<file path="config.mk">
export PLATFORM = sky130hd
export DESIGN_NAME = energy_frame_tx
export DESIGN_NICKNAME = d
export VERILOG_FILES = /design/src/rtl/eframe_pkg.sv /design/src/rtl/eframe_baud_tick.sv /design/src/rtl/energy_frame_tx.sv
export SDC_FILE = /design/constraint.sdc
export NUM_CORES = 1
export LEC_CHECK = 0
export BUFFER_PORTS_ARGS = -buffer_cell sky130_fd_sc_hd__buf_2
export CAP_MARGIN = 30
export CORE_ASPECT_RATIO = 1.5
export CORE_MARGIN = 2
export CORE_UTILIZATION = 25
export CTS_CLUSTER_DIAMETER = 40
export DETAILED_ROUTE_END_ITERATION = 10
export SLEW_MARGIN = 15
export SYNTH_ARGS = -nofsm -noshare
export SYNTH_HDL_FRONTEND = slang
export SYNTH_SLANG_ARGS = --single-unit
</file>
<file path="constraint.sdc">
create_clock -name clk -period 5.3 [get_ports clk]
set_input_delay 1.06 -clock clk [delete_from_list [all_inputs] [get_ports clk]]
set_output_delay 1.06 -clock clk [all_outputs]
set_load 0.03 [all_outputs]
</file>
<file path="src/rtl/eframe_pkg.sv">
// eframe_pkg: shared types and constants for the energy frame transmitter.
// The frame length follows the EFRAME_CHECKSUM_EN build macro.
package eframe_pkg;

    typedef enum logic [1:0] {
        ST_IDLE  = 2'd0,
        ST_START = 2'd1,
        ST_DATA  = 2'd2,
        ST_STOP  = 2'd3
    } state_t;

    localparam logic [7:0] DEFAULT_HEADER_BYTE = 8'hA5;

    // One start bit, eight data bits and one stop bit per byte.
    localparam int unsigned BIT_PERIODS_PER_BYTE = 10;

    localparam int unsigned FRAME_BYTES_CSUM        = 3;
    localparam int unsigned FRAME_BYTES_NOCSUM      = 2;
    localparam int unsigned FRAME_BIT_PERIODS_CSUM  = FRAME_BYTES_CSUM * BIT_PERIODS_PER_BYTE;
    localparam int unsigned FRAME_BIT_PERIODS_NOCSUM = FRAME_BYTES_NOCSUM * BIT_PERIODS_PER_BYTE;

`ifdef EFRAME_CHECKSUM_EN
    localparam int unsigned FRAME_BYTES = FRAME_BYTES_CSUM;
`else
    localparam int unsigned FRAME_BYTES = FRAME_BYTES_NOCSUM;
`endif

    // Checksum is a plain 8-bit sum; the carry out is dropped.
    function automatic logic [7:0] frame_checksum(input logic [7:0] header,
                                                  input logic [7:0] sample);
        return header + sample;
    endfunction

endpackage

</file>
<file path="src/rtl/eframe_baud_tick.sv">
// eframe_baud_tick: bit-period counter producing a one-cycle tick at the
// last clock of every bit period. Cleared when a frame starts.
module eframe_baud_tick
#(
    parameter int unsigned CLKS_PER_BIT = 104
) (
    input  logic clk,
    input  logic rst_n,
    input  logic clear,
    input  logic run,
    output logic tick
);

    localparam int unsigned     CNT_W    = $clog2(CLKS_PER_BIT);
    localparam logic [CNT_W-1:0] CNT_LAST = CNT_W'(CLKS_PER_BIT - 1);

    logic [CNT_W-1:0] cnt_q;

    assign tick = run && (cnt_q == CNT_LAST);

    // Count clocks within the current bit period, wrapping at the last one.
    always_ff @(posedge clk or negedge rst_n) begin
        // NOTE: state in clocked blocks uses <= so every flop samples the
        // pre-edge values regardless of statement order.
        if (!rst_n) begin
            cnt_q <= '0;
        end else if (clear) begin
            cnt_q <= '0;
        end else if (run) begin
            cnt_q <= (cnt_q == CNT_LAST) ? '0 : cnt_q + CNT_W'(1);
        end
    end

endmodule

</file>
<file path="src/rtl/energy_frame_tx.sv">
// energy_frame_tx: sends one UART 8N1 frame (header, sample[, checksum])
// per accepted sample. Build macro EFRAME_CHECKSUM_EN appends the checksum
// byte; without it the frame is header and sample only.
module energy_frame_tx
    import eframe_pkg::*;
#(
    parameter int unsigned CLKS_PER_BIT = 104,
    parameter logic [7:0]  HEADER_BYTE  = DEFAULT_HEADER_BYTE
) (
    input  logic       clk,
    input  logic       rst_n,
    input  logic       ena,
    input  logic [7:0] sample_in,
    input  logic       sample_valid,
    output logic       sample_ready,
    output logic       tx_out,
    output logic       busy
);

    localparam logic [1:0] LAST_BYTE = 2'(FRAME_BYTES - 1);

    state_t     state_q, state_d;
    logic [2:0] bit_q, bit_d;
    logic [1:0] byte_q, byte_d;
    logic [7:0] sample_q;
    logic [7:0] frame_byte;
    logic       tx_q, tx_d;
    logic       accept;
    logic       running;
    logic       tick;

    // Ready is held low while reset is asserted, so it can only rise once
    // the block is out of reset and idle.
    assign sample_ready = rst_n && ena && (state_q == ST_IDLE);
    assign accept       = sample_valid && sample_ready;
    assign running      = (state_q != ST_IDLE);
    assign busy         = running;
    assign tx_out       = tx_q;

    eframe_baud_tick #(
        .CLKS_PER_BIT (CLKS_PER_BIT)
    ) u_baud_tick (
        .clk   (clk),
        .rst_n (rst_n),
        .clear (accept),
        .run   (running),
        .tick  (tick)
    );

    // Next-state logic: walk start, data and stop bits for each frame byte.
    always_comb begin
        // NOTE: every output of this block gets a default first so no path
        // leaves it unassigned and no latch is inferred.
        state_d = state_q;
        bit_d   = bit_q;
        byte_d  = byte_q;
        case (state_q)
            ST_IDLE: begin
                if (accept) begin
                    state_d = ST_START;
                    bit_d   = '0;
                    byte_d  = '0;
                end
            end
            ST_START: begin
                if (tick) begin
                    state_d = ST_DATA;
                    bit_d   = '0;
                end
            end
            ST_DATA: begin
                if (tick) begin
                    if (bit_q == 3'd7) state_d = ST_STOP;
                    else               bit_d   = bit_q + 3'd1;
                end
            end
            ST_STOP: begin
                if (tick) begin
                    if (byte_q == LAST_BYTE) begin
                        state_d = ST_IDLE;
                    end else begin
                        state_d = ST_START;
                        byte_d  = byte_q + 2'd1;
                    end
                end
            end
            default: state_d = ST_IDLE;
        endcase
    end

    // Select the byte being sent in the coming cycle.
    always_comb begin
        frame_byte = HEADER_BYTE;
        case (byte_d)
            2'd1:    frame_byte = sample_q;
`ifdef EFRAME_CHECKSUM_EN
            2'd2:    frame_byte = frame_checksum(HEADER_BYTE, sample_q);
`endif
            default: frame_byte = HEADER_BYTE;
        endcase
    end

    // Line level for the coming cycle; registered so tx_out is glitch-free.
    always_comb begin
        case (state_d)
            ST_START: tx_d = 1'b0;
            ST_DATA:  tx_d = frame_byte[bit_d];
            default:  tx_d = 1'b1;
        endcase
    end

    // State, indices, captured sample and line register.
    always_ff @(posedge clk or negedge rst_n) begin
        if (!rst_n) begin
            state_q  <= ST_IDLE;
            bit_q    <= '0;
            byte_q   <= '0;
            sample_q <= '0;
            tx_q     <= 1'b1;
        end else begin
            state_q <= state_d;
            bit_q   <= bit_d;
            byte_q  <= byte_d;
            tx_q    <= tx_d;
            if (accept) sample_q <= sample_in;
        end
    end

endmodule

</file>
# == Word level (Yosys, flattened, before mapping) ==
# Cells that the tools add are included.
# Widths: inputs -> output; s select.
# totals
reg_bits,23
latch_bits,0
ram_bits,0
rom_bits,0
in_bits,12
output_inout_bits,3
word_cells,49
n_memories,0
# op_classes
n_addsub,3
multipliers,0
div,0
n_lt_le_gt_ge,1
n_eq_ne,9
shift,0
mux,23
bitwise_logic,0
n_reduce_logical,7
# op_table
op,n
$mux 7,3
$mux 2,8
$mux 3,4
$pmux 3 s3,1
$eq 2x1->1 const B,4
$mux 8,1
$pmux 2 s4,1
$add 7x1->7 const B,1
$eq 7x7->1 const B,1
$eq 2x2->1 const B,3
$logic_and 1x1->1,4
$lt 3x4->1 const B,1
$pmux 2 s2,1
$reduce_bool 2->1,2
$add 3x1->3 const B,1
$bmux 1 s3,1
$eq 3x3->1 const B,1
$add 2x1->2 const B,1
$logic_not 2->1,1
$mux 1,2
$pmux 1 s2,1

# == Logic depth before layout (Yosys ltp) ==
# depth
word_depth,10
depth_mapped,10
depth_no_buf,9

# == By module ==
# Synthesis repeated with hierarchy kept, for this count alone.
# hier_totals
cells_unflattened,164
area_unflattened_um2,1447.6
# modules_own_cells
module,n_inst,cells_each,area_each_um2,seq_area_each_um2
energy_frame_tx,1,117,1023.5,401.6
eframe_baud_tick,1,47,424.2,175.2

# == Worst setup path before layout ==
# Ideal clock, no wire load.
# synth_timing
path_type,input -> register
from,input port sample_valid
to,"register tx_q, in the netlist tx_out"
setup_time_ns,0.086
arrival_ns,2.715
t_required_ns,5.214
path_slack_ns,2.498
stages,8
n_path_buf,1
path_cell_list,nand3_1 -> and2_1 -> clkbuf_1 -> o41a_1 -> a41o_1 -> o2111ai_1 -> o21ai_1 -> o41a_1
# synth_between
elab_cells_between_ends,14
cone_classes,eq/ne: 3; mux: 10; reduce/logical: 1
# synth_lines
item,line,text
from (decl),energy_frame_tx.sv:14,"input logic sample_valid,"
$logic_and 1x1->1,energy_frame_tx.sv:35,assign accept = sample_valid && sample_ready;
$mux 3,energy_frame_tx.sv:59,if (accept) begin
$pmux 3 s3,energy_frame_tx.sv:57,case (state_q)
named net bit_d[1],energy_frame_tx.sv:23,"logic [2:0] bit_q, bit_d;"
$bmux 1 s3,energy_frame_tx.sv:107,ST_DATA: tx_d = frame_byte[bit_d];
$mux 1 (implied by the code),energy_frame_tx.sv:107,
$pmux 1 s2,energy_frame_tx.sv:105,case (state_d)
named net tx_d,energy_frame_tx.sv:27,"logic tx_q, tx_d;"
to (signal assigned),energy_frame_tx.sv:124,tx_q <= tx_d;
to (decl),energy_frame_tx.sv:27,
# The timed path passes the listed nets, and every way through them passes these cells. The select of a mux whose other input is x is not followed.
# A chain may end at the register's enable or synchronous reset.

# == Worst setup path after layout ==
# layout_timing
from,input port rst_n
to,"register tx_q, in the netlist tx_out"
# layout_between
elab_cells_between_ends,16
cone_classes,eq/ne: 3; mux: 10; reduce/logical: 3
# layout_lines
item,line,text
from (decl),energy_frame_tx.sv:11,"input logic rst_n,"
$logic_and 1x1->1 (2 in a row),energy_frame_tx.sv:34,assign sample_ready = rst_n && ena && (state_q == ST_IDLE);
$logic_and 1x1->1,energy_frame_tx.sv:35,
$mux 3,energy_frame_tx.sv:59,
$pmux 3 s3,energy_frame_tx.sv:57,
named net bit_d[1],energy_frame_tx.sv:23,
$bmux 1 s3,energy_frame_tx.sv:107,
$mux 1 (implied by the code),energy_frame_tx.sv:107,
$pmux 1 s2,energy_frame_tx.sv:105,
named net tx_d,energy_frame_tx.sv:27,
# The timed path passes the listed nets, and every way through them passes these cells. The select of a mux whose other input is x is not followed.

==> out/metrics.csv <==
stage,metric,value,unit
floorplan,die_area,0.006264,mm^2
power_and_ir_drop,total_power,289.2,uW
placed_design,gp_congestion,0.7967,
synth,netlist_area,0.001409,mm^2
sta,fin_crit_sh,0.6092,
detailed_routing,finalWirelength,2896,um
detailed_routing,drtIter0Drc,15,
clock_tree,post-cts-setup-buffers,0,
synth,syn_inst,144,
cells_and_area,final_cell_mix,"dfrtp_1 (22), o21ai_0 (16), buf_2 (14), inv_1 (10), nand2_1 (10)",
clock_tree,cts-root-buf,clkbuf_8,
sta,fin_tns_setup,0,ns
floorplan,core_area,0.005450,mm^2
synth,yosysWarnings,0,
global_route,grt_usage,0.1056,
synth,yosys.area.top_type,dfrtp_1,
sta,setup_viol,0,
sta,holdWs,0.5011,ns
critical_path,start_kind,input port,
sta,slew_viol_final,0,
global_route,grt_pass1_wl,5181,um
critical_path,required,5.49,ns
critical_path,worst_setup_path_end_kind,register,
sta,fmax,309.7,MHz
synth,seq_area_frac_synth,0.4094,
clock_tree,htreeDepth,1,
detailed_routing,dr.pass1.iters,4,
global_route,grt-ovfl-total,0,
synth,syn_area_per_cell,9.784,um^2
hold_path,whs_path_depth,1,
run_status,status,"complete, no violations",
clock_tree,cts_tree,yes,
global_route,grt_antenna_before_repair,0,
power_and_ir_drop,p_per_area,181.1,mW/mm^2
detailed_routing,ant_nets,0,
cells_and_area,area_growth,13.32,%
cells_and_area,final_common_cell,dfrtp_1,
critical_path,reg2regPathDepth,9,
clock_tree,clk_path_buf_depth,2,
cells_and_area,final_cells,228,
critical_path,criticalPathCategory,in2reg,
detailed_routing,route.vias.total,1092,
detailed_routing,drt-wirelength-per-cell,12.70,um
clock_tree,cts_resized,0,
floorplan,rows,33,
power_and_ir_drop,peakVddDrop,0.1500,mV
sta,clock_skew,0.002251,ns
sta,worst_pin_slew,0.5944,ns
placed_design,place_inst,224,
critical_path,cp_max_fo,26,
global_route,grt_max_degree,27,
run,cap_violations,0,
cells_and_area,n_fill_cell,594,
hold_path,hold_path.class,reg2reg,
sta,rsz0062_at_grt,no,
sta,slew_headroom,0.6026,
clock_tree,clk_latency,0.26,ns
placed_design,port_buffers,14,
clock_tree,path_clk_slew,0.08,ns
sta,period_needed,3.229,ns
placed_design,dp_hpwl,2258,um
synth,synth_top_area_frac,0.3908,
detailed_routing,vias_per_cell,4.789,
global_route,grt_pass1_vias,1150,
synth,synth-main-ff-cell,dfrtp_1,
clock_tree,cts.sinks,23,
floorplan,initial_core_util,0.2585,
synth,ys_top_cells_by_area,"dfrtp_1 (39%), mux2_2 (7.2%), ha_1 (6.2%)",
floorplan,die_h,95.94,um
synth,synth.distinct_cells,44,
floorplan,chipWidth,65.30,um
clock_tree,hold_buffers,0,
synth,synth-edff-count,0,
detailed_routing,drcViolationCount,0,
synth,syn_nets,163,
floorplan,pin_count,15,
cells_and_area,nets,178,
sta,hold_violations,0,
critical_path,cp.arrival,3.42,ns
synth,postSynth.asyncResetShare,1.000,
cells_and_area,drive_above_1_share,0.2278,
synth,synth_seq_cells,23,
cells_and_area,n_antenna_cell,0,
clock_tree,cts_buffers,3,
power_and_ir_drop,leakagePower,0.7106,nW
## cell families after synthesis
family                   Yosys count  synth area share
XOR/XNOR                           1          0.006218
multiplexers                      11           0.08615
flip-flops                        23            0.4094
buffers and inverters             14           0.03819
adder cells (fa/ha/maj)            7           0.06216
AND/OR/NAND/NOR                   42            0.1732
AO/OA/AOI/OAI                     46            0.2247
## cell usage after synthesis (3+ instances only)
| cell | count |
|---|---|
| mux2_2 | 9 |
| clkbuf_1 | 3 |
| nand3_1 | 5 |
| a31oi_1 | 3 |
| and3_1 | 4 |
| dfrtp_1 | 22 |
| nand2b_1 | 4 |
| inv_1 | 10 |
| nand2_1 | 10 |
| nor2_1 | 4 |
| ha_1 | 7 |
| o21ai_0 | 16 |
| a21oi_1 | 6 |
## through the flow
step           cell area, um^2    util  setup slack [ns]
2_1_floorplan             1409       -             2.498
3_3_place_gp              1550  0.2844             1.827
3_5_place_dp              1550  0.2844             1.758
4_1_cts                   1597  0.2929             2.032
5_1_grt                   1597  0.2929             1.838
6_report                  1597  0.2929             2.071
## power breakdown
group	switching (mW)	internal [mW]	total [mW]
registers	0	0.175	0.175
logic	0.00511	0.00296	0.00807
clock network	0.0534	0.0524	0.106
total	0.0585	0.231	0.289
## cell type report
class,instances,area (um^2),area share
flip-flops and latches,23,576.8,0.3613
inverters,10,37.54,0.02351
clock inverters,1,5.005,0.003135
multi-input cells,107,778.2,0.4875
repair buffers,14,70.07,0.04389
well taps,70,87.58,0.05486
clock buffers,3,41.29,0.02586
## flip-flops by register name, summed over array words and instances, names as in the netlist
| register | count |
|---|---|
| u_baud_tick.cnt_q | 7 |
| state_q | 2 |
| sample_q | 8 |
| tx_out | 1 |
| byte_q | 2 |
| bit_q | 3 |
## worst max-delay path: stages
cell and delay, ns:
buf_2 0.44, nand3_1 0.24, and2_1 0.32, o41a_1 0.43, a41o_1 0.28, o2111ai_1 0.12
o21ai_1 0.10, o41a_1 0.42
## worst paths after layout
kind                                        end         from  slack [ns]
setup reg to reg                         tx_out   state_q[0]        2.30
hold / removal                      sample_q[6]  sample_q[6]        0.50
max in group asynchronous                tx_out        rst_n        4.15
min in group asynchronous  u_baud_tick.cnt_q[5]        rst_n        0.78
setup / recovery                         tx_out        rst_n        2.07
hold reg to reg                     sample_q[6]  sample_q[6]        0.50
## per-layer routing
metal / part of all wire / vias up / GRT usage
li1: - / 564 / -
met1: 0.41 / 514 / 0.1101
met2: 0.56 / 10 / 0.2007
met3: 0.0093 / 4 / 0.007018
met4: 0.024 / 0 / 0.06771
met5: 0 / - / 0
Power figures use the tool's default switching activity.
